### src/rtl/mtr_ramp_seq.sv
`timescale 1ns/1ps
`default_nettype none
// ============================================================================
// Module      : mtr_ramp_seq
// Description : Dual-channel (left/right) motor duty ramp sequencer.
//               Each side slews its signed 12-bit duty toward a latched
//               target by STEP once per ramp tick. Direction reversals go
//               through zero and hold there for DEAD_TICKS ticks before the
//               duty ramps the other way.
//
// Parameters  : TICK_DIV   - clocks per ramp tick (2..65535)
//               STEP       - duty magnitude change per tick (1..2047)
//               DEAD_TICKS - zero-hold ticks on direction reversal (1..255)
//
// Ports       : clk       in   system clock, rising edge
//               rst_n     in   asynchronous active-low reset
//               estop     in   emergency stop (only with MTR_RAMP_SEQ_ESTOP_EN)
//               lft_cmd   in   signed left target duty
//               rght_cmd  in   signed right target duty
//               cmd_vld   in   strobe that latches both commands
//               en        in   drive enable; low ramps both sides to 0
//               lft_duty  out  signed registered left duty
//               rght_duty out  signed registered right duty
//               busy      out  high while either side is not IDLE
//               at_tgt    out  one-cycle pulse when busy falls
//
// Build macro : MTR_RAMP_SEQ_ESTOP_EN - adds the estop input
//
// Revision    : 1.0 - initial release
// ============================================================================
module mtr_ramp_seq #(
    parameter int TICK_DIV   = 1024,
    parameter int STEP       = 16,
    parameter int DEAD_TICKS = 4
) (
    input  logic               clk,
    input  logic               rst_n,
`ifdef MTR_RAMP_SEQ_ESTOP_EN
    input  logic               estop,
`endif
    input  logic signed [11:0] lft_cmd,
    input  logic signed [11:0] rght_cmd,
    input  logic               cmd_vld,
    input  logic               en,
    output logic signed [11:0] lft_duty,
    output logic signed [11:0] rght_duty,
    output logic               busy,
    output logic               at_tgt
);

    typedef enum logic [1:0] {
        ST_IDLE = 2'd0,
        ST_RAMP = 2'd1,
        ST_DEAD = 2'd2
    } state_t;

    localparam logic [15:0]        c_tick_last = 16'(TICK_DIV - 1);
    localparam logic [7:0]         c_dead_last = 8'(DEAD_TICKS - 1);
    localparam logic signed [12:0] c_step      = 13'(STEP);

    // ------------------------------------------------------------------------
    // Emergency stop source; tied inactive when the feature is not built in
    // ------------------------------------------------------------------------
    logic w_estop;
`ifdef MTR_RAMP_SEQ_ESTOP_EN
    assign w_estop = estop;
`else
    assign w_estop = 1'b0;
`endif

    // ------------------------------------------------------------------------
    // Free-running ramp tick divider
    // ------------------------------------------------------------------------
    logic [15:0] r_tick_cnt;
    logic        w_tick;

    assign w_tick = (r_tick_cnt == c_tick_last);

    always_ff @(posedge clk or negedge rst_n) begin
        if (!rst_n) begin
            r_tick_cnt <= '0;
        end else if (w_tick) begin
            r_tick_cnt <= '0;
        end else begin
            r_tick_cnt <= r_tick_cnt + 16'd1;
        end
    end

    // ------------------------------------------------------------------------
    // Per-side sequencers. Side 0 is left, side 1 is right.
    // ------------------------------------------------------------------------
    logic [23:0] w_cmd_bus;
    logic [23:0] w_duty_bus;
    logic [1:0]  w_busy_nxt;

    assign w_cmd_bus = {rght_cmd, lft_cmd};

    for (genvar s = 0; s < 2; s++) begin : g_side
        state_t             r_state;
        state_t             w_state_nxt;
        logic signed [11:0] r_tgt;
        logic signed [11:0] r_duty;
        logic signed [11:0] w_duty_nxt;
        logic [7:0]         r_dead_cnt;
        logic [7:0]         w_dead_nxt;
        logic signed [11:0] w_cmd;
        logic signed [11:0] w_cmd_sat;
        logic signed [11:0] w_eff_tgt;
        logic signed [12:0] w_duty_x;
        logic signed [12:0] w_aim;
        logic signed [12:0] w_step;
        logic               w_opposite;

        assign w_cmd = w_cmd_bus[s*12 +: 12];

        // -2048 has no positive counterpart; pin it to -2047 so the driver
        // always sees a symmetric magnitude range.
        assign w_cmd_sat = (w_cmd == 12'sh800) ? 12'sh801 : w_cmd;

        // Disabling only changes what the ramp aims at; the stored target
        // survives so re-enabling resumes toward it.
        assign w_eff_tgt = en ? r_tgt : 12'sd0;

        assign w_duty_x = {r_duty[11], r_duty};

        // A reversal is only in progress when both ends are nonzero and
        // disagree in sign; zero on either end is a plain slew.
        assign w_opposite = (r_duty != 12'sd0) && (w_eff_tgt != 12'sd0) &&
                            (r_duty[11] != w_eff_tgt[11]);

        // During a reversal the immediate goal is zero, not the target.
        assign w_aim = w_opposite ? 13'sd0 : {w_eff_tgt[11], w_eff_tgt};

        // One step toward the aim, clamped so it lands exactly on it.
        // 13-bit math keeps duty +/- STEP from wrapping.
        always_comb begin
            w_step = w_duty_x;
            if (w_duty_x < w_aim) begin
                w_step = w_duty_x + c_step;
                if (w_step > w_aim) begin
                    w_step = w_aim;
                end
            end else begin
                w_step = w_duty_x - c_step;
                if (w_step < w_aim) begin
                    w_step = w_aim;
                end
            end
        end

        // Next-state and next-duty logic
        always_comb begin
            w_state_nxt = r_state;
            w_duty_nxt  = r_duty;
            w_dead_nxt  = r_dead_cnt;

            case (r_state)
                ST_IDLE: begin
                    if (r_duty != w_eff_tgt) begin
                        w_state_nxt = ST_RAMP;
                    end
                end

                ST_RAMP: begin
                    if (w_tick) begin
                        w_duty_nxt = w_step[11:0];
                        if (w_step == w_aim) begin
                            if (w_opposite) begin
                                w_state_nxt = ST_DEAD;
                                w_dead_nxt  = 8'd0;
                            end else begin
                                w_state_nxt = ST_IDLE;
                            end
                        end
                    end
                end

                ST_DEAD: begin
                    // Hold length is fixed; target changes cannot cut it short.
                    w_duty_nxt = 12'sd0;
                    if (w_tick) begin
                        if (r_dead_cnt == c_dead_last) begin
                            w_dead_nxt  = 8'd0;
                            w_state_nxt = (w_eff_tgt == 12'sd0) ? ST_IDLE : ST_RAMP;
                        end else begin
                            w_dead_nxt = r_dead_cnt + 8'd1;
                        end
                    end
                end

                default: begin
                    w_state_nxt = ST_IDLE;
                    w_duty_nxt  = 12'sd0;
                    w_dead_nxt  = 8'd0;
                end
            endcase

            if (w_estop) begin
                w_state_nxt = ST_IDLE;
                w_duty_nxt  = 12'sd0;
                w_dead_nxt  = 8'd0;
            end
        end

        // State, duty, dead counter and target registers
        always_ff @(posedge clk or negedge rst_n) begin
            if (!rst_n) begin
                r_state    <= ST_IDLE;
                r_duty     <= 12'sd0;
                r_dead_cnt <= 8'd0;
                r_tgt      <= 12'sd0;
            end else begin
                r_state    <= w_state_nxt;
                r_duty     <= w_duty_nxt;
                r_dead_cnt <= w_dead_nxt;
                if (w_estop) begin
                    r_tgt <= 12'sd0;
                end else if (cmd_vld) begin
                    r_tgt <= w_cmd_sat;
                end
            end
        end

        assign w_duty_bus[s*12 +: 12] = r_duty;
        assign w_busy_nxt[s]          = (w_state_nxt != ST_IDLE);
    end

    // ------------------------------------------------------------------------
    // Status: busy tracks the state registers exactly; at_tgt marks its fall
    // ------------------------------------------------------------------------
    logic r_busy;
    logic r_at_tgt;

    always_ff @(posedge clk or negedge rst_n) begin
        if (!rst_n) begin
            r_busy   <= 1'b0;
            r_at_tgt <= 1'b0;
        end else begin
            r_busy   <= |w_busy_nxt;
            r_at_tgt <= r_busy & ~(|w_busy_nxt);
        end
    end

    assign lft_duty  = w_duty_bus[11:0];
    assign rght_duty = w_duty_bus[23:12];
    assign busy      = r_busy;
    assign at_tgt    = r_at_tgt;

endmodule
`default_nettype wire

### config.mk
export PLATFORM = sky130hd
export DESIGN_NAME = mtr_ramp_seq
export DESIGN_NICKNAME = d
export VERILOG_FILES = /design/src/rtl/mtr_ramp_seq.sv
export SDC_FILE = /design/constraint.sdc
export NUM_CORES = 1
export LEC_CHECK = 0
export BUFFER_PORTS_ARGS = -buffer_cell sky130_fd_sc_hd__buf_2
export CORE_ASPECT_RATIO = 0.6
export CORE_MARGIN = 2
export CORE_UTILIZATION = 56
export DETAILED_ROUTE_END_ITERATION = 6
export PLACE_DENSITY = 0.79
export SLEW_MARGIN = 5
export SYNTH_ARGS = -nofsm -noshare
export SYNTH_HDL_FRONTEND = slang
export SYNTH_SLANG_ARGS = --single-unit
### constraint.sdc
create_clock -name clk -period 5 [get_ports clk]
set_input_delay 0.5 -clock clk [delete_from_list [all_inputs] [get_ports clk]]
set_output_delay 0.5 -clock clk [all_outputs]
set_load 0.01 [all_outputs]
# Word-level counts from Yosys, hierarchy flattened
# Index checks and enable logic that the tools add are counted.
# classes
addsub	7
n_lt_le_gt_ge	6
eq_ne	23
n_mux	45
bitwise_logic	4
reduce_logical	19
# op_table
operator	n
$mux W13	8
$mux W8	10
$mux W12	6
$pmux W12 S2	2
$pmux W8 S3	2
$reduce_bool A12 Y1	4
$add A12 B6 Y13 const B	2
$eq A13 B13 Y1	2
$gt A13 B13 Y1	2
$lt A12 B13 Y1	2
$lt A13 B13 Y1	2
$sub A12 B6 Y13 const B	2
$eq A12 B12 Y1 const B	2
$logic_not A12 Y1	2
$mux W2	12
$ne A12 B12 Y1	2
$add A16 B1 Y16 const B	1
$add A8 B1 Y8 const B	2
$eq A16 B10 Y1 const B	1
$eq A8 B2 Y1 const B	2
$mux W16	1
$ne A2 B2 Y1 const B	8
$pmux W2 S3	2
$reduce_and A5 Y1	2
other kinds (11)	23
# word_totals
regBits	86
output_inout_bits	26
elab_cells	115

# Longest topological paths before layout
# Gate-level depths: netlist (run 1).
# logic_depth
depth_word	16
ltp_mapped	21
mapped_depth_nobuf	18

# Worst setup path after synthesis (run 1)
# Ideal clock, no wire load.
# synth_path
path_kind	register to register
start	register g_side[0].r_duty[4], in the netlist lft_duty[4]
end	register r_busy, in the netlist busy
setup_ns	0.139
t_arrival_ns	5.139
path_slack_ns	-0.277
stages_incl_launch_ff	21
period_less_slack_ns	5.277
cell_sequence	dfrtp_1 > clkbuf_1 > inv_1 > ha_1 > nor4b_4 > a41o_2 > o21a_1 > buf_6 > clkbuf_1 > and2_1 > ha_1 > nor2b_1 > o21bai_1 > a2111oi_0 > nor4_1 > mux2i_2 > mux2_4 > o41ai_4 > nand2_2 > o41a_1 > or4_1
# synth_via
elab_chain_cells	13
word_cells_on_any_way	21
# synth_rtl
element	line_no	rtl
start: declaration	102	logic signed [11:0] r_duty;
start signal: assignment	214	r_duty <= w_duty_nxt;
branches (longest 10 deep; another with $sub A12 B6 Y13)	-	
$pmux W2 S3 *	157	case (r_state)
named net g_side[0].w_state_nxt[0]	100	state_t w_state_nxt;
$reduce_bool A2 Y1 *	225	assign w_busy_nxt[s] = (w_state_nxt != ST_IDLE);
$reduce_or A2 Y1 *	239	r_busy <= |w_busy_nxt;
end signal: assignment	239	
end: declaration	231	logic r_busy;
# Mark *: on every way through the listed nets, which the timed path passes.
# A chain may end at the register's enable or synchronous reset.

# Worst setup path after layout (run 1)
# layout_path
start	register g_side[1].r_duty[10], in the netlist rght_duty[10]
end	register r_busy, in the netlist busy
# layout_via
elab_chain_cells	13
word_cells_on_any_way	21
# layout_rtl
element	line_no
start: declaration	102
start signal: assignment	214
branches (longest 10 deep; another with $sub A12 B6 Y13)	-
$pmux W2 S3 *	157
named net g_side[1].w_state_nxt[0]	100
$reduce_bool A2 Y1 *	225
$reduce_or A2 Y1 *	239
# Marks and branches as above.

==> Flow_metrics.wiki, run 1 <==
{| class="wikitable"
! Metric !! Value
|-
| Result of the run || complete, no violations
|-
| Vias per Instance || 6.436
|-
| Crit Reg-Reg Endpoint || busy
|-
| Clock root buffer master || sky130_fd_sc_hd__clkbuf_16
|-
| Horizontal die dimension || 157.2 µm
|-
| Critical Path Start Type || flip-flop
|-
| Post-detailed-placement half-perimeter wirelength || slightly below 20,000 µm
|-
| Wire length of the first global-routing pass || 39,680 µm
|-
| Cts bufs inserted || 9
|-
| Top-level port count || 54
|-
| Number of unique standard cell types used by synthesis || 80
|-
| Tcrit/Tclk final || 98.00%
|-
| Leak Pwr || approximately 4.1 nW
|-
| Post-layout power || 0.001758 W
|-
| Cells along the critical path || nor4_2 > buf_4 > a31o_2 > and2_0 > nand2_1 > ha_1 > and4_1 > a21o_1 > o21ai_0 > and4b_1 > mux2i_1 > a211o_1 > mux2i_1 > a21oi_1 > a31oi_1 > or4_1
|-
| Worst setup slack after layout || 100.1 ps
|-
| Final Max Slew Viols || 0
|-
| Starting density of the core || between 50% and 60%
|-
| Slew Limit Headroom || about 45%
|-
| Number of storage elements in the synthesis netlist || 86
|-
| Total negative slack for setup checks || 0 ps
|-
| Worst path top cell family by delay || simple AND/OR/NAND/NOR gates
|-
| Antenna diodes || 0
|-
| RSZ-0062 raised after global routing || true
|-
| Final routed wirelength across all metal layers || roughly 25,000 µm
|-
| Nets || 1,165
|-
| Worst R2R Setup Slack || 100 ps
|-
| Insertion delay to the later sink of the worst-skew pair || 340 ps
|-
| Core footprint || 13,710 µm²
|-
| Top FF cell, synth || sky130_fd_sc_hd__dfrtp_1
|-
| Post-layout instance count excluding filler cells || 1,265
|-
| Sequential fraction of the synthesis area || 27.28%
|-
| Die Span Y || 95.94 µm
|-
| Number of routed nets with antenna violations || 0
|-
| Initial antenna violation count || 0
|-
| Die ar. || 15,080 µm²
|-
| Worst IR Drop VDD || 0.1767 mV
|-
| Highest clock frequency the design can meet || 204.1 MHz
|-
| Mean Syn Cell Area || 8.108 µm²
|-
| DRT iter0 DRCs || ~1,100
|-
| Final setup skew || 10.42 ps
|-
| Number of placed instances with taps included || 1,249
|-
| CP Max Fanout || 8
|-
| Reg clk slew, reported paths || 70 ps
|-
| Number of buffer and inverter stages on the critical path || 1
|-
| Final hold vios || 0
|-
| Via count || 8,142
|-
| Vias in the first global route || 7,283
|-
| Finish-stage setup viols || 0
|-
| Post-Syn Nets || 1,070
|-
| Classification of the worst-slack hold path || in -> async
|-
| Maximum root-to-sink buffer count || 2
|-
| Cell area after technology mapping || 7889 µm²
|-
| Measured slew at the worst slew-check pin || 815.1 ps
|-
| Buffer count from post-CTS setup fixing || 0
|-
| Most common cell on crit path || sky130_fd_sc_hd__mux2i_1
|-
| Fillcell total || between 1,000 and 1,500
|-
| Worst setup slack before clock tree synthesis || -20.37 ps
|-
| IO Port Bufs || 53
|-
| DRT Pass-1 Iters || 6
|-
| Biggest cell delay along the critical path || 540 ps
|-
| CTS sink count || 86
|-
| Critical path capture point type || flip-flop
|-
| Worst Reg2Reg Path Length in Cells || 16
|-
| Endpoint arrival time on the critical path || about 5000 ps
|-
| Slowest cell on the critical path || sky130_fd_sc_hd__or4_1
|-
| Power per standard cell area || between 150 and 200 nW/µm²
|-
| Global route overflow || 0
|-
| GR Util All Layers || 34.10%
|-
| Proportion of synthesized flip-flops having asynchronous set or reset || 100.0%
|-
| Utilization after layout || about two thirds
|-
| Most common cell after layout, fill and taps aside || sky130_fd_sc_hd__nand2_1
|-
| Minimum clock period after layout || 4900 ps
|-
| Pin count of the biggest net entering global routing || 58
|-
| Gate count of the mapped netlist || about 970
|-
| CTS tree || yes
|-
| Max-Cap Viols || 0
|-
| Post-detailed-route wirelength per cell || 19.76 µm
|-
| Kind of critical path || reg -> reg
|-
| Placer congestion estimate || 1.065
|-
| Post-detailed-route DRC marker count || 0
|-
| H-tree depth || 3
|-
| WP data required || 5210 ps
|-
| Highest-count cells in the layout ignoring fill and taps || sky130_fd_sc_hd__nand2_1, sky130_fd_sc_hd__dfrtp_1, sky130_fd_sc_hd__buf_4
|-
| Area growth, synth to finish || 15.86%
|-
| Share of post-route cells with drive strength above 1 || approximately a fifth
|-
| Yosys warning total || 0
|-
| Count of flip-flops with a built-in enable after synthesis || 0
|-
| Critical R2R Launch || rght_duty[10]
|-
| Floorplan row count || 33
|}
[registers in the layout, indices dropped and copies added (netlist names)]
signal / cells
g_side.r_tgt: 24
g_side.r_dead_cnt: 16
r_tick_cnt: 16
lft_duty: 12
rght_duty: 12
g_side.r_state: 4
at_tgt: 1
busy: 1
[kinds of logic (layout without fill, tap and decap cells)]
family                     Yosys count  after routing  synth area share [%]
and+or+nand+nor                    359            359                 23.41
DFF                                 86             86                 27.28
adders and majority gates           69             69                 10.94
buffers and inverters              113            213                 5.805
muxes                               27             27                 3.775
xor gates and xnor gates            54             54                 6.091
AOI/OAI and AO/OA                  265            265                 22.70
[worst max-delay path by stage]
stage	startpoint	end	slack [ps]	depth (start not counted)
after floorplan	lft_duty[4]	busy	40	20
after global placement	en	busy	20	18
after detailed placement	en	busy	-20	18
after CTS	rght_duty[5]	busy	20	18
after global routing	rght_duty[5]	g_side[1].r_dead_cnt[1]	-100	18
final	rght_duty[10]	busy	100	16
[cell type report]
type / count / area [µm²] / share of cell area [%]
Clock buffer: 11 / 252.7 / 2.765
Tap cell: 192 / 240.2 / 2.628
Multi-Input combinational cell: 774 / 5329 / 58.30
Inverter: 60 / 225.2 / 2.464
Timing Repair Buffer: 137 / 898.4 / 9.829
Clock inverter: 5 / 41.29 / 0.4517
Sequential cell: 86 / 2153 / 23.56
[synthesized netlist by cell type (15+ instances only)]
| cell | n | share of area, % |
|---|---|---|
| sky130_fd_sc_hd__nand2_1 | 88 | 4.2 |
| sky130_fd_sc_hd__dfrtp_1 | 86 | 27 |
| sky130_fd_sc_hd__nor2_1 | 78 | 3.7 |
| sky130_fd_sc_hd__ha_1 | 69 | 11 |
| sky130_fd_sc_hd__o21ai_0 | 68 | 4.3 |
| sky130_fd_sc_hd__inv_1 | 60 | 2.9 |
| sky130_fd_sc_hd__nand3_1 | 52 | 3.3 |
| sky130_fd_sc_hd__a21oi_1 | 50 | 3.2 |
| sky130_fd_sc_hd__clkbuf_1 | 42 | 2.0 |
| sky130_fd_sc_hd__xnor2_1 | 40 | 4.4 |
| sky130_fd_sc_hd__nor3_1 | 24 | 1.5 |
| sky130_fd_sc_hd__a31oi_1 | 20 | 1.6 |
| sky130_fd_sc_hd__nor4_1 | 18 | 1.4 |
| sky130_fd_sc_hd__a211oi_1 | 15 | 1.4 |
| sky130_fd_sc_hd__mux2_2 | 15 | 2.1 |
[power breakdown]
part | internal, W | switching (W) | total (W)
sequential | 0.000714 | 0.0000204 | 0.000734
combinational | 0.000150 | 0.000215 | 0.000365
clock | 0.000368 | 0.000291 | 0.000659
total | 0.00123 | 0.000526 | 0.00176
[through the flow]
step                      instance area (µm²)  hold WS (ps)
final                                    9140         70.48
after global routing                     9140         99.32
after CTS                                9092         87.43
after detailed placement                 8798         447.5
after global placement                   8798         444.7
after floorplan                          7909         204.4
[per-layer routing]
| layer | up-vias | wire [µm] | GRT usage (%) |
|---|---|---|---|
| li1 | 3756 | - | - |
| met1 | 3800 | 11830 | 53.86 |
| met2 | 540 | 9207 | 43.56 |
| met3 | 46 | 3620 | 12.34 |
| met4 | 0 | 334 | 5.530 |
| met5 | - | 0 | 0 |
[repair_timing]
action | CTS | global route
endpoints found under the setup margin | 0 | 26
resized for setup | 0 | 11
hold buffers | 0 | 0
Note: power is estimated with default switching activity, not from simulation.
==> inputs of run 2 (changes only) <==
BUFFER_PORTS_ARGS = -buffer_cell sky130_fd_sc_hd__buf_4   (was -buffer_cell sky130_fd_sc_hd__buf_2)
==> run 2 against run 1 <==
Compared with the run above:
- non-clock buffer count shrank 2
- total power increased by 3.9%
- routed wire length increased by 0.51%
- critical endpoint unchanged
- highest routed layer unchanged
==> Flow_metrics.wiki, run 2 (synthesized netlist as in run 1, its figures left out) <==
{| class="wikitable"
! Metric !! Value
|-
| Worst setup slack after layout || 242.9 ps
|-
| Finish-stage setup viols || 0
|-
| Utilization after layout || 67.70%
|-
| Horizontal die dimension || ~160 µm
|-
| Via count || 8,080
|-
| Insertion delay to the later sink of the worst-skew pair || between 300 and 400 ps
|-
| CTS tree || yes
|-
| Total negative slack for setup checks || 0 ps
|-
| Nets || 1,163
|-
| Power per standard cell area || ~200 nW/µm²
|-
| Most common cell after layout, fill and taps aside || sky130_fd_sc_hd__buf_4
|-
| Wire length of the first global-routing pass || 40,060 µm
|-
| Vias per Instance || 6.403
|-
| Worst path top cell family by delay || simple AND/OR/NAND/NOR gates
|-
| Post-detailed-route wirelength per cell || 19.91 µm
|-
| Endpoint arrival time on the critical path || 4960 ps
|-
| CTS resizes || 1
|-
| Placer congestion estimate || 1.025
|-
| Post-detailed-route DRC marker count || 0
|-
| Cts bufs inserted || 9
|-
| DRT Pass-1 Iters || 5
|-
| CP Max Fanout || 8
|-
| Floorplan row count || 33
|-
| Final setup skew || 10.81 ps
|-
| Critical R2R Launch || rght_duty[10]
|-
| Worst setup slack before clock tree synthesis || 41.65 ps
|-
| Worst R2R Setup Slack || 240 ps
|-
| Global route overflow || 0
|-
| Share of post-route cells with drive strength above 1 || 19.07%
|-
| Tcrit/Tclk final || a little over nine tenths
|-
| Final Max Slew Viols || 0
|-
| Number of buffers inserted for hold repair after clock tree synthesis || 0
|-
| Vias in the first global route || 7,465
|-
| Clock root buffer master || sky130_fd_sc_hd__clkbuf_16
|-
| Area growth, synth to finish || 17.64%
|-
| Number of placed instances with taps included || approximately 1,200
|-
| Critical Path Start Type || flip-flop
|-
| Largest registers ranked by flip-flop count || g_side.r_tgt: 24 flops, g_side.r_dead_cnt: 16 flops, r_tick_cnt: 16 flops
|-
| H-tree depth || 3
|-
| DRT iter0 DRCs || 1,006
|-
| Crit Reg-Reg Endpoint || busy
|-
| Worst Reg2Reg Path Length in Cells || 16
|-
| Slowest cell on the critical path || sky130_fd_sc_hd__dfrtp_1
|-
| Antenna diodes || 0
|-
| Reg clk slew, reported paths || ~60 ps
|-
| Pin count of the biggest net entering global routing || 67
|-
| Post-detailed-placement half-perimeter wirelength || ~20,000 µm
|-
| Slew Limit Headroom || 38.38%
|-
| Leak Pwr || 4.132 nW
|-
| Buffer count from post-CTS setup fixing || 0
|-
| Highest-count cells in the layout ignoring fill and taps || sky130_fd_sc_hd__buf_4, sky130_fd_sc_hd__nand2_1, sky130_fd_sc_hd__dfrtp_1
|-
| Final routed wirelength across all metal layers || 25,120 µm
|-
| Biggest cell delay along the critical path || approximately 500 ps
|-
| Cells along the critical path || nor4_1 > a31oi_1 > buf_4 > nor2_1 > inv_1 > ha_1 > nand4_1 > nor3_2 > o211ai_1 > and2_1 > a31o_2 > or2_2 > o22ai_1 > nor2_1 > a31o_2 > or4_1
|-
| Measured slew at the worst slew-check pin || 914.6 ps
|-
| Number of routed nets with antenna violations || 0
|-
| Core footprint || between 10,000 and 15,000 µm²
|-
| Top-level port count || 54
|-
| Largest reg by FF count || g_side.r_tgt
|-
| Worst IR Drop VDD || 0.1831 mV
|-
| Post-layout instance count excluding filler cells || roughly 1,300
|-
| Result of the run || complete, no violations
|-
| IO Port Bufs || 53
|-
| CTS sink count || 86
|-
| Kind of critical path || reg -> reg
|-
| Final hold vios || 0
|-
| Maximum root-to-sink buffer count || 2
|-
| Max-Cap Viols || 0
|-
| Minimum clock period after layout || 4757 ps
|-
| GR Util All Layers || 34.42%
|-
| Number of buffer and inverter stages on the critical path || 2
|-
| Post-layout power || around 0.0018 W
|-
| Die ar. || 15,080 µm²
|-
| Starting density of the core || approximately 58%
|-
| WP data required || 5210 ps
|-
| Classification of the worst-slack hold path || in -> async
|-
| Critical path capture point type || flip-flop
|-
| Number of flip-flops under the largest register name || 24
|-
| Initial antenna violation count || 0
|-
| Die Span Y || about 96 µm
|-
| RSZ-0062 raised after global routing || false
|-
| Highest clock frequency the design can meet || 210.2 MHz
|}
-- run 2: cell types whose count changed in the layout (fill, tap and decap cells not counted), sizes merged --
cell    delta
clkbuf     -1
clkinv     -2
buf        -2
bufinv     +2
-- run 2: worst reg2reg max path: stages, from the launching register on --
cell                       delay, ps
sky130_fd_sc_hd__dfrtp_1         510
sky130_fd_sc_hd__nor4_1          400
sky130_fd_sc_hd__a31oi_1         200
sky130_fd_sc_hd__buf_4           200
sky130_fd_sc_hd__nor2_1          170
sky130_fd_sc_hd__inv_1           180
sky130_fd_sc_hd__ha_1            390
sky130_fd_sc_hd__nand4_1         200
sky130_fd_sc_hd__nor3_2          310
sky130_fd_sc_hd__o211ai_1        200
sky130_fd_sc_hd__and2_1          230
sky130_fd_sc_hd__a31o_2          280
sky130_fd_sc_hd__or2_2           370
sky130_fd_sc_hd__o22ai_1         250
sky130_fd_sc_hd__nor2_1          110
sky130_fd_sc_hd__a31o_2          260
sky130_fd_sc_hd__or4_1           390
-- run 2: power breakdown --
part | internal [W] | total, W | switching (W) | leakage, nW
logic | 0.000155 | 0.000372 | 0.000217 | 2.96
registers | 0.000714 | 0.000734 | 0.0000201 | 1.03
clock network | 0.000437 | 0.000719 | 0.000282 | 0.145
total | 0.00131 | 0.00183 | 0.000519 | 4.13
-- run 2: area by class of cell --
class                           count  area, µm²
Clock inverter                      5      83.83
Sequential cell                    86       2153
Fill cell                        1123       4428
Multi-Input combinational cell    774       5333
Inverter                           60      227.7
Tap cell                          192      240.2
Clock buffer                       10      229.0
Timing Repair Buffer              135       1013
-- run 2: worst max-delay path by stage --
stage / startpoint / to / slack (ps) / depth (start not counted)
floorplan: lft_duty[4] / busy / 40 / 20
global route: lft_duty[4] / busy / 20 / 19
finish: rght_duty[10] / busy / 240 / 16
global placement: en / busy / 100 / 18
detailed placement: en / busy / 40 / 18
CTS: lft_duty[4] / busy / 20 / 18
-- run 2: metal layers --
layer / part of all wire [%] / track usage [%]
met2: 39 / 47.16
met3: 14 / 12.97
met1: 46 / 51.59
met5: 0 / 0
met4: 0.98 / 5.379
-- run 2: through the flow --
step / hold WS (ps) / area (µm²)
after global routing: 37.51 / 9280
after global placement: 394.4 / 8914
after CTS: 36.55 / 9228
final: 32.87 / 9280
after floorplan: 204.4 / 7909
after detailed placement: 394.8 / 8914
==> inputs of run 3 (changes only) <==
CORE_ASPECT_RATIO = 0.5   (was 0.6)
==> run 3 against run 2 <==
Compared with the run above:
- the run now ends with DRC left
- global-route usage is essentially flat
- total power shrank 4.2%
- utilization shrank 0.67 points
- cell area shrank 1.3%
- critical path depth is the same
- via count is essentially flat
- routed wire length grew 1.1%
- final cell count shrank 0.87%
- die area grew 0.18%
- combinational power shrank 2%
==> Flow_metrics.wiki, run 3 (synthesized netlist as in run 1, its figures left out) <==
{| class="wikitable"
! Metric !! Value
|-
| Post-layout power || 0.001749 W
|-
| Die ar. || 15,110 µm²
|-
| Worst path top cell family by delay || simple AND/OR/NAND/NOR gates
|-
| Sequential cell area in the final layout || 2153 µm²
|-
| Final setup skew || between 9 and 10 ps
|-
| WP data required || between 5000 and 6000 ps
|-
| Portion of total power attributed to the clock network || 37.0%
|-
| Post-detailed-route wirelength per cell || a little over 20 µm
|-
| Most common cell on crit path || sky130_fd_sc_hd__nor4_1
|-
| Final routed wirelength across all metal layers || 25,410 µm
|-
| Finish-stage setup viols || 0
|-
| RSZ-0062 raised after global routing || false
|-
| Slowest cell on the critical path || sky130_fd_sc_hd__or4_1
|-
| Number of buffers inserted for hold repair after clock tree synthesis || 0
|-
| Nets || 1,151
|-
| Violations in the final reports || DRC
|-
| CTS tree || yes
|-
| Highest-count cells in the layout ignoring fill and taps || sky130_fd_sc_hd__buf_4, sky130_fd_sc_hd__nand2_1, sky130_fd_sc_hd__dfrtp_1
|-
| Area growth, synth to finish || 16.10%
|-
| CTS sink count || 86
|-
| Via count || 8,083
|-
| Kind of critical path || reg -> reg
|-
| Slew Limit Headroom || 52.43%
|-
| Starting density of the core || 57.74%
|-
| Worst IR Drop VDD || around 0.16 mV
|-
| Largest registers ranked by flip-flop count || g_side.r_tgt: 24 flops, g_side.r_dead_cnt: 16 flops, r_tick_cnt: 16 flops
|-
| Final Max Slew Viols || 0
|-
| Internal power of the cells || 0.001209 W
|-
| Fillcell total || between 1,000 and 1,500
|-
| Max-Cap Viols || 0
|-
| H-tree depth || 3
|-
| Number of flip-flops under the largest register name || 24
|-
| Core footprint || 13,660 µm²
|-
| Biggest cell delay along the critical path || 520 ps
|-
| Cts bufs inserted || 9
|-
| Number of routed nets with antenna violations || 0
|-
| Critical path capture point type || flip-flop
|-
| Area of placed instances || 8823 µm²
|-
| Hold_ws || 95.77 ps
|-
| Measured slew at the worst slew-check pin || roughly 710 ps
|-
| CP Max Fanout || 11
|-
| Clock root buffer master || sky130_fd_sc_hd__clkbuf_16
|-
| Post-detailed-route DRC marker count || 1
|-
| Placer congestion estimate || 1.044
|-
| Endpoint arrival time on the critical path || about 5000 ps
|-
| Global route overflow || 0
|-
| Cells along the critical path || nor4_1 > and3_1 > o21a_4 > buf_4 > nand2_1 > ha_1 > nand3_1 > or2_2 > a31oi_1 > nor4_1 > mux2i_2 > mux2_4 > o41ai_4 > nand2_2 > o41a_1 > or4_1
|-
| Total negative slack for setup checks || 0 ps
|-
| Switch share || 30.89%
|-
| Buffer count from post-CTS setup fixing || 0
|-
| Most common cell after layout, fill and taps aside || sky130_fd_sc_hd__buf_4
|-
| Fraction of power consumed by combinational cells || 20.9%
|-
| Power per standard cell area || 190.9 nW/µm²
|-
| GR Util All Layers || 34.45%
|-
| Critical Path Start Type || flip-flop
|-
| Share of post-route cells with drive strength above 1 || 18.79%
|-
| Largest reg by FF count || g_side.r_tgt
|-
| Minimum clock period after layout || between 4000 and 5000 ps
|-
| Number of buffer and inverter stages on the critical path || 1
|-
| Final hold vios || 0
|-
| Die Span Y || 87.93 µm
|-
| Vias in the first global route || between 7,000 and 8,000
|-
| Classification of the worst-slack hold path || in -> async
|-
| Vias per Instance || 6.461
|-
| Horizontal die dimension || approximately 170 µm
|-
| IO Port Bufs || 53
|-
| Maximum root-to-sink buffer count || 2
|-
| Highest clock frequency the design can meet || 210.4 MHz
|-
| Summed area of non-filler cells in the final layout || 9159 µm²
|-
| Initial antenna violation count || 0
|-
| CTS resizes || 0
|-
| Post-detailed-placement half-perimeter wirelength || 19,110 µm
|-
| Floorplan row count || 30
|-
| DRT Pass-1 Iters || 7
|-
| Sw Pwr || 0.0005402 W
|-
| Wire length of the first global-routing pass || 40,120 µm
|-
| Antenna diodes || 0
|-
| Tcrit/Tclk final || a little over nine tenths
|-
| Combined area of the multi-input logic cells || 5335 µm²
|-
| Insertion delay to the later sink of the worst-skew pair || ~340 ps
|-
| Pin count of the biggest net entering global routing || 53
|-
| DRT iter0 DRCs || 751
|-
| Result of the run || finished, violations left
|-
| Reg clk slew, reported paths || 70 ps
|-
| Leak Pwr || about 4 nW
|-
| Sequential group share of total power || 42.1%
|-
| Top-level port count || 54
|}
[run 3: routing by layer]
| layer | up-vias | GRT usage [%] | wire length (µm) |
|---|---|---|---|
| met5 | - | 0 | 0 |
| met4 | 0 | 15.97 | 1062 |
| met3 | 97 | 6.326 | 1819 |
| met2 | 402 | 59.44 | 12120 |
| met1 | 3844 | 42.65 | 10400 |
| li1 | 3740 | - | - |
[run 3: worst register-to-register path, stage by stage, from the launching register on]
cell,delay (ps)
sky130_fd_sc_hd__dfrtp_1,380
sky130_fd_sc_hd__nor4_1,400
sky130_fd_sc_hd__and3_1,320
sky130_fd_sc_hd__o21a_4,240
sky130_fd_sc_hd__buf_4,180
sky130_fd_sc_hd__nand2_1,130
sky130_fd_sc_hd__ha_1,320
sky130_fd_sc_hd__nand3_1,100
sky130_fd_sc_hd__or2_2,310
sky130_fd_sc_hd__a31oi_1,140
sky130_fd_sc_hd__nor4_1,90
sky130_fd_sc_hd__mux2i_2,250
sky130_fd_sc_hd__mux2_4,340
sky130_fd_sc_hd__o41ai_4,320
sky130_fd_sc_hd__nand2_2,90
sky130_fd_sc_hd__o41a_1,490
sky130_fd_sc_hd__or4_1,520
[run 3: worst paths after layout]
path,startpoint,end,slack (ps),cells after the start
setup / recovery,g_side[0].r_tgt[0],busy,250,16
hold / removal,rst_n,rght_duty[4],100,1
setup reg to reg,g_side[0].r_tgt[0],busy,250,16
hold reg to reg,r_tick_cnt[15],r_tick_cnt[15],490,1
max in group asynchronous,rst_n,g_side[1].r_dead_cnt[2],3870,2
min in group clk,rght_cmd[2],g_side[1].r_tgt[2],380,3
[run 3: stage by stage]
stage | setup slack [ps] | utilization [%] | cells
floorplan | 41.45 | - | 973
global placement | 86.53 | 64.58 | 1235
detailed placement | 9.358 | 64.58 | 1235
CTS | 15.22 | 66.64 | 1251
global route | 25.62 | 67.03 | 1251
finish | 247.2 | 67.03 | 1251
[run 3: power groups by stage]
stage	registers [W]	logic (W)	clock network [W]
after detailed placement	0.000748	0.000349	0
after global routing	0.000738	0.000400	0.000681
after global placement	0.000746	0.000344	0
after floorplan	0.000739	0.000220	0
final	0.000736	0.000366	0.000647
after CTS	0.000735	0.000353	0.000649
[run 3: final cells by class]
class                      count  share of cell area, %
multi-input combinational    774                  58.25
sequential                    86                  23.51
timing repair buffer         123                  10.08
tap                          192                  2.623
clock buffer                   9                  2.459
inverter                      60                  2.459
clock inverter                 7                 0.6148
